$ cat config.mk
export PLATFORM = sky130hd
export DESIGN_NAME = strip_occ_writeback
export DESIGN_NICKNAME = d
export VERILOG_FILES = /design/src/rtl/strip_occ_writeback.sv
export SDC_FILE = /design/constraint.sdc
export NUM_CORES = 1
export LEC_CHECK = 0
export CAP_MARGIN = 20
export CORE_UTILIZATION = 35
export DETAILED_ROUTE_END_ITERATION = 10
export GPL_TIMING_DRIVEN = 0
export MAX_ROUTING_LAYER = met4
export PLACE_DENSITY_LB_ADDON = 0.2
export SYNTH_ARGS = -nofsm -noshare
export SYNTH_HDL_FRONTEND = slang
export SYNTH_SLANG_ARGS = --single-unit
$ cat constraint.sdc
create_clock -name clk -period 1.9 [get_ports clk]
set_clock_uncertainty 0.05 [all_clocks]
set_input_delay 0.38 -clock clk [delete_from_list [all_inputs] [get_ports clk]]
set_output_delay 0.38 -clock clk [all_outputs]
set_load 0.05 [all_outputs]
$ cat src/rtl/strip_occ_writeback.sv
// Strip occupancy table: three candidate reads per cycle, write-back of placements, sweep clear.
// Build option OCC_BYPASS_EN forwards a same-cycle accepted write-back to matching reads.
module strip_occ_writeback #(
  parameter int STRIP_CNT = 16,
  parameter int OCC_W = 8
) (
  input  logic             clk,
  input  logic             rst,
  input  logic             clr_start,
  output logic             busy,
  input  logic             rd_valid,
  input  logic [3:0]       rd_id_1,
  input  logic [3:0]       rd_id_2,
  input  logic [3:0]       rd_id_3,
  output logic             rd_out_valid,
  output logic [3:0]       strip_id_1,
  output logic [3:0]       strip_id_2,
  output logic [3:0]       strip_id_3,
  output logic [OCC_W-1:0] occupied_width_1,
  output logic [OCC_W-1:0] occupied_width_2,
  output logic [OCC_W-1:0] occupied_width_3,
  input  logic             wb_valid,
  input  logic [3:0]       wb_strip_id,
  input  logic [OCC_W-1:0] wb_new_width,
  input  logic             wb_strike,
  output logic [7:0]       place_count
);

  // state | meaning
  // IDLE  | reads and write-backs serviced, clr_start accepted
  // CLEAR | one entry zeroed per cycle, reads and write-backs dropped
  typedef enum logic {IDLE, CLEAR} state_t;

  localparam logic [3:0] LAST_IDX = 4'(STRIP_CNT - 1);

  state_t           state;
  logic [OCC_W-1:0] occ_tab [STRIP_CNT];
  logic [3:0]       clr_left;
  logic [3:0]       clr_idx;
  logic             rd_acc;
  logic             wr_acc;
  logic [3:0]       cand_id [3];
  logic [OCC_W-1:0] cand_word [3];

  function automatic logic in_range(input logic [3:0] id);
    return {28'd0, id} < 32'(STRIP_CNT);
  endfunction

  // clr_left counts down to the terminal count; the entry index walks up from 0
  assign clr_idx = LAST_IDX - clr_left;
  assign rd_acc  = (state == IDLE) && rd_valid;
  assign wr_acc  = (state == IDLE) && wb_valid && !wb_strike && !clr_start
                   && in_range(wb_strip_id);

  assign cand_id[0] = rd_id_1;
  assign cand_id[1] = rd_id_2;
  assign cand_id[2] = rd_id_3;

  always_comb begin
    for (int i = 0; i < 3; i++) begin
      cand_word[i] = '0;
      if (in_range(cand_id[i])) cand_word[i] = occ_tab[cand_id[i]];
`ifdef OCC_BYPASS_EN
      if (wr_acc && (cand_id[i] == wb_strip_id)) cand_word[i] = wb_new_width;
`endif
    end
  end

  always_ff @(posedge clk or negedge rst) begin
    if (!rst) begin
      state            <= IDLE;
      busy             <= 1'b0;
      clr_left         <= '0;
      place_count      <= '0;
      rd_out_valid     <= 1'b0;
      strip_id_1       <= '0;
      strip_id_2       <= '0;
      strip_id_3       <= '0;
      occupied_width_1 <= '0;
      occupied_width_2 <= '0;
      occupied_width_3 <= '0;
      for (int i = 0; i < STRIP_CNT; i++) occ_tab[i] <= '0;
    end else begin
      rd_out_valid <= rd_acc;
      if (rd_acc) begin
        strip_id_1       <= rd_id_1;
        strip_id_2       <= rd_id_2;
        strip_id_3       <= rd_id_3;
        occupied_width_1 <= cand_word[0];
        occupied_width_2 <= cand_word[1];
        occupied_width_3 <= cand_word[2];
      end
      case (state)
        IDLE: begin
          if (clr_start) begin
            state    <= CLEAR;
            busy     <= 1'b1;
            clr_left <= LAST_IDX;
          end else if (wr_acc) begin
            occ_tab[wb_strip_id] <= wb_new_width;
            if (place_count != 8'hFF) place_count <= place_count + 8'd1;
          end
        end
        CLEAR: begin
          occ_tab[clr_idx] <= '0;
          if (clr_left == LAST_IDX) place_count <= '0;
          if (clr_left == 4'd0) begin
            state <= IDLE;
            busy  <= 1'b0;
          end else begin
            clr_left <= clr_left - 4'd1;
          end
        end
      endcase
    end
  end

endmodule

; ---- After elaboration in Yosys (flattened, before gate mapping)
; Index checks and enable logic that the tools add are counted.
[word_totals]
inputBits = 30
ff_bits = 179
out_inout_bits = 46
word_cells = 98
[op_classes]
add_sub_neg = 3
n_reduce_logical = 13
magnitude_cmp = 7
n_mux = 31
bitwise = 8
n_eq_ne = 9
[ops]
columns = operator, n
row1 = two-way mux 128 bit, 2
row2 = one-hot mux 128 bit (2 select lines), 1
row3 = AND 128 bit, 1
row4 = bitwise mux 128 bit, 1
row5 = NOT 128 bit, 1
row6 = binary-select mux 8 bit (select 4 bit), 3
row7 = two-way mux 8 bit, 12
row8 = demux 8 bit (select 4 bit), 2
row9 = >= comparator 5 bit (second input constant), 5
row10 = NOT 4 -> 5 bit, 5
row11 = one-hot mux 8 bit (2 select lines), 1
row12 = less-than comparator 5 x 1 -> 1 bit (second input constant), 2
row13 = adder 8 x 1 -> 8 bit (second input constant), 1
row14 = two-way mux 4 bit, 2
row15 = inequality test 2 bit (second input constant), 4
row16 = inequality test 8 bit (second input constant), 1
row17 = one-hot mux 4 bit (2 select lines), 1
row18 = logical AND 1 bit, 6
row19 = inequality test 2 x 1 -> 1 bit (second input constant), 3
row20 = AND reduction 2 bit, 3
row21 = equality test 4 bit (second input constant), 1
row22 = zero test 4 bit, 1
row23 = two-way mux 1 bit, 4
row24 = one-hot mux 1 bit (2 select lines), 2
row25 = 5 further kinds, 6

; ---- Depth between registers and ports, before layout
[logic_depth]
word_depth = 9
ltp_mapped = 8
depth_no_buf = 6

; ---- Least setup slack after synthesis
; No wires, ideal clock.
[synth_path]
path_kind = register -> register
from = register place_count[0]
to = register place_count[4]
t_arrival_ps = 2191
stages_incl_launch_ff = 7
synth_period_minus_slack_ps = 2367
setup_slack_ps = -467
setup_ps = 126
required_ps = 1724
path_cell_list = dfrtp_1 -> ha_1 -> nand3_1 -> o32ai_1 -> clkbuf_1 -> nor4_1 -> a311o_1
[synth_between]
elab_chain_len = 5
elab_cells_between_ends = 8
[synth_rtl]
columns = element, line
row1 = from (decl), 26  ; output logic [7:0] place_count
row2 = from (signal assigned), 101  ; if (place_count != 8'hFF) place_count <= place_count + 8'd1;
row3 = adder 8 x 1 -> 8 bit, 101
row4 = two-way mux 8 bit, 101
row5 = two-way mux 8 bit, 99  ; end else if (wr_acc) begin
row6 = two-way mux 8 bit, 95  ; if (clr_start) begin
row7 = one-hot mux 8 bit (2 select lines), 93  ; case (state)
; Several ways; a longest one is shown, not always the timed one. The select of a mux whose other input is x is not followed.
; A chain may end at the register's enable or synchronous reset.

; ---- Final worst setup path
[layout_path]
from = register state
to = register occ_tab[51] in the netlist's numbering
[layout_between]
elab_chain_len = 6
elab_cells_between_ends = 8
[layout_rtl]
columns = element, line
row1 = from (decl), 36  ; state_t state;
row2 = from (signal assigned), 71  ; state <= IDLE;
row3 = from (signal assigned), 96  ; state <= CLEAR;
row4 = from (signal assigned), 108  ; state <= IDLE;
row5 = NOT 1 bit, --
row6 = logical AND 1 bit (3 in series), 52  ; assign wr_acc = (state == IDLE) && wb_valid && !wb_strike && !clr_start
row7 = inequality test 2 bit (no source line), --
row8 = AND reduction 2 bit (no source line), --
row9 = "to (signal, indexed assignment)", 100  ; occ_tab[wb_strip_id] <= wb_new_width;
row10 = to (decl), 37  ; logic [OCC_W-1:0] occ_tab [STRIP_CNT];
; Several ways; a longest one is shown, not always the timed one.

==> results.md <==
- Dominant synthesized flop cell: dfrtp_1
- DR pass1 iterations: 5
- Power density over cell area: about 1200 nW/um^2
- Avg Inst Size Synth: about 9.7 sq um
- Critical path buffers and inverters: 3
- Comb power frac: 0.376
- Layout area overhead: 25.7%
- First-pass GRT wire length: 61500 um
- Via/cell ratio: ~5.9
- Core area: 29600 sq um
- Fill cell count: between 2000 and 3000
- Synth area leader: dfrtp_1
- Max Fanout on Critical Path: 7
- Critical path's slowest cell: or4b_4
- DR DRC count: 0
- HP Class: input pin to flip-flop
- Dpl cell area: roughly 12000 sq um
- Top post-synthesis cells by area: dfrtp_1 42%, mux2i_1 16%, nand2_1 8.1%
- Worst Path Arrival: approximately 2400 ps
- Violated checks: setup timing
- DR vias: 9456
- Clock Sinks: 179
- WL final: about 42000 um
- Rel. slew slack: 0.409
- Top cells by count, synth: 229 x nand2_1, 179 x dfrtp_1, 168 x mux2i_1
- Clock transition at path regs: about 70 ps
- Bufs on Longest Clock Path: 2
- Clock tree root buffer cell: clkbuf_16
- Final Hold Viols: 0
- Post-route worst setup slack: -177 ps
- DIE HEIGHT: around 180 um
- Diode count: 0
- HPWL after detailed placement: slightly above 30000 um
- Sequential-to-total area share from yosys stat: 0.424
- Site row count: 63
- Initial DRC Count: ~1100
- GRT overflow: 0
- Final Critical Period: between 2000 and 2500 ps
- Post-Syn Instances: about 1100
- Net Sw Frac: 0.449
- Area of the multi-input gates: between 6000 and 7000 sq um
- Register area: about 4500 sq um
- Adder-Cell Fraction of Synth Area: 0.00593
- Switch Pwr: ~7.1 mW
- Die Wd: 176 um
- Share of power burned in registers: 0.397
- P_leak: about 6 nW
- Status: finished with violations
- # IOs: between 70 and 80
- Die ar.: about 31000 sq um
- Initial antenna violation count: 0
- Worst VDD drop: approximately 0.67 mV
- Setup Slack @ Placement: -971 ps
- Final period util: 1.09
- Mapped Nets: around 1100
- H-Tree Depth: 4
- Most common cell in the netlist: nand2_1
- Ys async rst share: 1.00
- FMAX: a little under 500 MHz
- Yosys cell types: 57
- Xor/xnor share of the synthesized area: 0.000830
- Post-route cell area: 13300 sq um
- Clock network fraction of design power: 0.227
- Int Pwr: around 8.7 mW
- Number of nets with antenna violations after routing: 0
- Clock latency on the worst-skew pair: 450 ps
- Slowest stage delay, CP: approximately 500 ps
- Flops & latches, synth: 179
- Num CTS Buffers: 17
- Largest family of logic cells by synthesized area: multiplexers
- Nets: around 1200
- Max-cap violations: 0
- CTS tree: done
- Synth Area in Simple Gates: 0.182
- Largest net degree at the start of global routing: around 100
- Avg WL per Cell: 26.0 um
- Synth warn: 0
- GRT Util Overall: 0.283
- Compound-gate portion of the synthesized area: 0.142
- Port-buffer cells: 65
- Required @ worst endpoint: ~2200 ps
- Worst path top cell family by delay: simple AND/OR/NAND/NOR gates
- Vias in the first global route: between 9000 and 10000
- Post-synthesis mux area share: 0.204
- Final Setup Violations: between 100 and 150
- Cell area after synthesis: 10600 sq um
- EDFF count, synth: 0
- Share of cells above drive strength 1: 0.231
- Cells along the critical path: or4b_4, buf_8, buf_12, nor4b_4, buf_4, nand2_1, o21ai_1
- Initial core utilization: 0.356
- Placer congestion estimate: 0.940
- Crit path kind: flip-flop to flip-flop
- RSZ-0062 raised after global routing: yes
- Crit path launch type: flip-flop
- Top cell type's share of synthesized area: 0.424
- Max-slew violations: 0
- Worst setup EP type: flip-flop
- Actual slew at the worst max-slew pin: 887 ps
-- routing by layer --
layer  wire length, um  track usage  part of all wire  vias to the layer above
li1                  -            -                 -                     4215
met1             19200        0.400              0.46                     4757
met2             18700        0.414              0.45                      445
met3              3020       0.0470             0.072                       39
met4              1000       0.0797             0.024                        0
met5                 0            -                 0                        -
-- final timing paths --
kind,start,endpoint,slack (ps),depth (start not counted)
min in group asynchronous,rst,occ_tab[3]$_DFFE_PN0P_,510,2
worst min register to register,strip_id_3[2]$_DFFE_PN0P_,strip_id_3[2]$_DFFE_PN0P_,420,2
max in group asynchronous,rst,occ_tab[90]$_DFFE_PN0P_,380,3
worst max register to register,state$_DFF_PN0_,occ_tab[51]$_DFFE_PN0P_,-180,7
worst max-delay path,state$_DFF_PN0_,occ_tab[51]$_DFFE_PN0P_,-180,7
worst min-delay path,clr_start,state$_DFF_PN0_,150,3
-- power by group through the flow --
stage                     logic [mW]  registers, mW  clock network, mW
after global placement          5.65           6.21                  0
after global routing            6.35           6.34               3.74
after floorplan                 2.65           6.89                  0
after CTS                       5.78           6.16               3.62
final                           5.92           6.27               3.58
after detailed placement        5.70           6.25                  0
-- worst min-delay path, cell delays in order --
cell and delay (ps):
buf_8 110, nor2_1 40, nor2_1 80
-- per-stage QoR --
stage | TNS, ps | hold slack (ps) | utilization | total power, mW | instances
4_1_cts | -18140 | 154 | 0.440 | 15.6 | 1610
5_1_grt | -22860 | 173 | 0.447 | 16.4 | 1611
3_3_place_gp | -1442700 | 412 | 0.398 | 11.9 | 1543
2_1_floorplan | -14760 | 34.4 | - | 9.54 | 1088
3_5_place_dp | -122080 | 414 | 0.399 | 11.9 | 1544
6_report | -13180 | 151 | 0.447 | 15.8 | 1611
-- logic make-up after synthesis --
group | after synthesis
buffers and inverters | 100
AND/OR/NAND/NOR | 388
XOR/XNOR | 1
AO/OA/AOI/OAI | 225
flip-flops | 179
multiplexers | 190
adder cells (fa/ha/maj) | 5
-- sequential cells by signal (all words and copies together) (netlist names), 8 cells and up --
register and cells:
place_count 8, occ_tab 128, occupied_width_3 8, occupied_width_1 8
occupied_width_2 8
-- final cells by class --
cell class | instances | share of cell area
multi-input combinational | 809 | 0.463
clock buffer | 18 | 0.0324
inverter | 18 | 0.00509
tap | 390 | 0.0368
buffer | 76 | 0.0368
clock inverter | 13 | 0.00953
sequential | 179 | 0.338
timing repair buffer | 108 | 0.0784
-- cells in the final DEF, fill, tap and decap left out, types with 5 or more instances in the layout --
cell,netlist,final
a21oi_1,8,8
a22o_1,24,24
a22oi_1,61,61
a311oi_1,8,6
a32oi_1,7,7
buf_2,19,12
buf_4,1,28
buf_6,2,22
clkbuf_1,49,13
clkbuf_16,0,17
clkbuf_2,0,30
clkdlybuf4s50_1,0,15
dfrtp_1,179,176
dlygate4sd2_1,0,46
inv_1,18,18
mux2i_1,168,164
mux4_2,20,20
nand2_1,229,193
nand2_2,0,36
nand3_1,49,32
nand3_2,0,16
nand4_1,24,24
nor2_1,24,16
nor2_2,8,13
nor2b_1,7,5
nor4b_4,2,5
o21ai_0,93,18
o21ai_1,5,68
o21ai_2,0,12
-- what timing repair did --
action | CTS | global route
hold buffers | 1 | 0
pin swaps | 39 | 7
resized for setup | 223 | 95
endpoints found under the setup margin | 216 | 168
hold endpoints to repair | 84 | 0
buffers inserted | 30 | 1
cloned | 10 | 1
(Power assumes the default switching activity.)
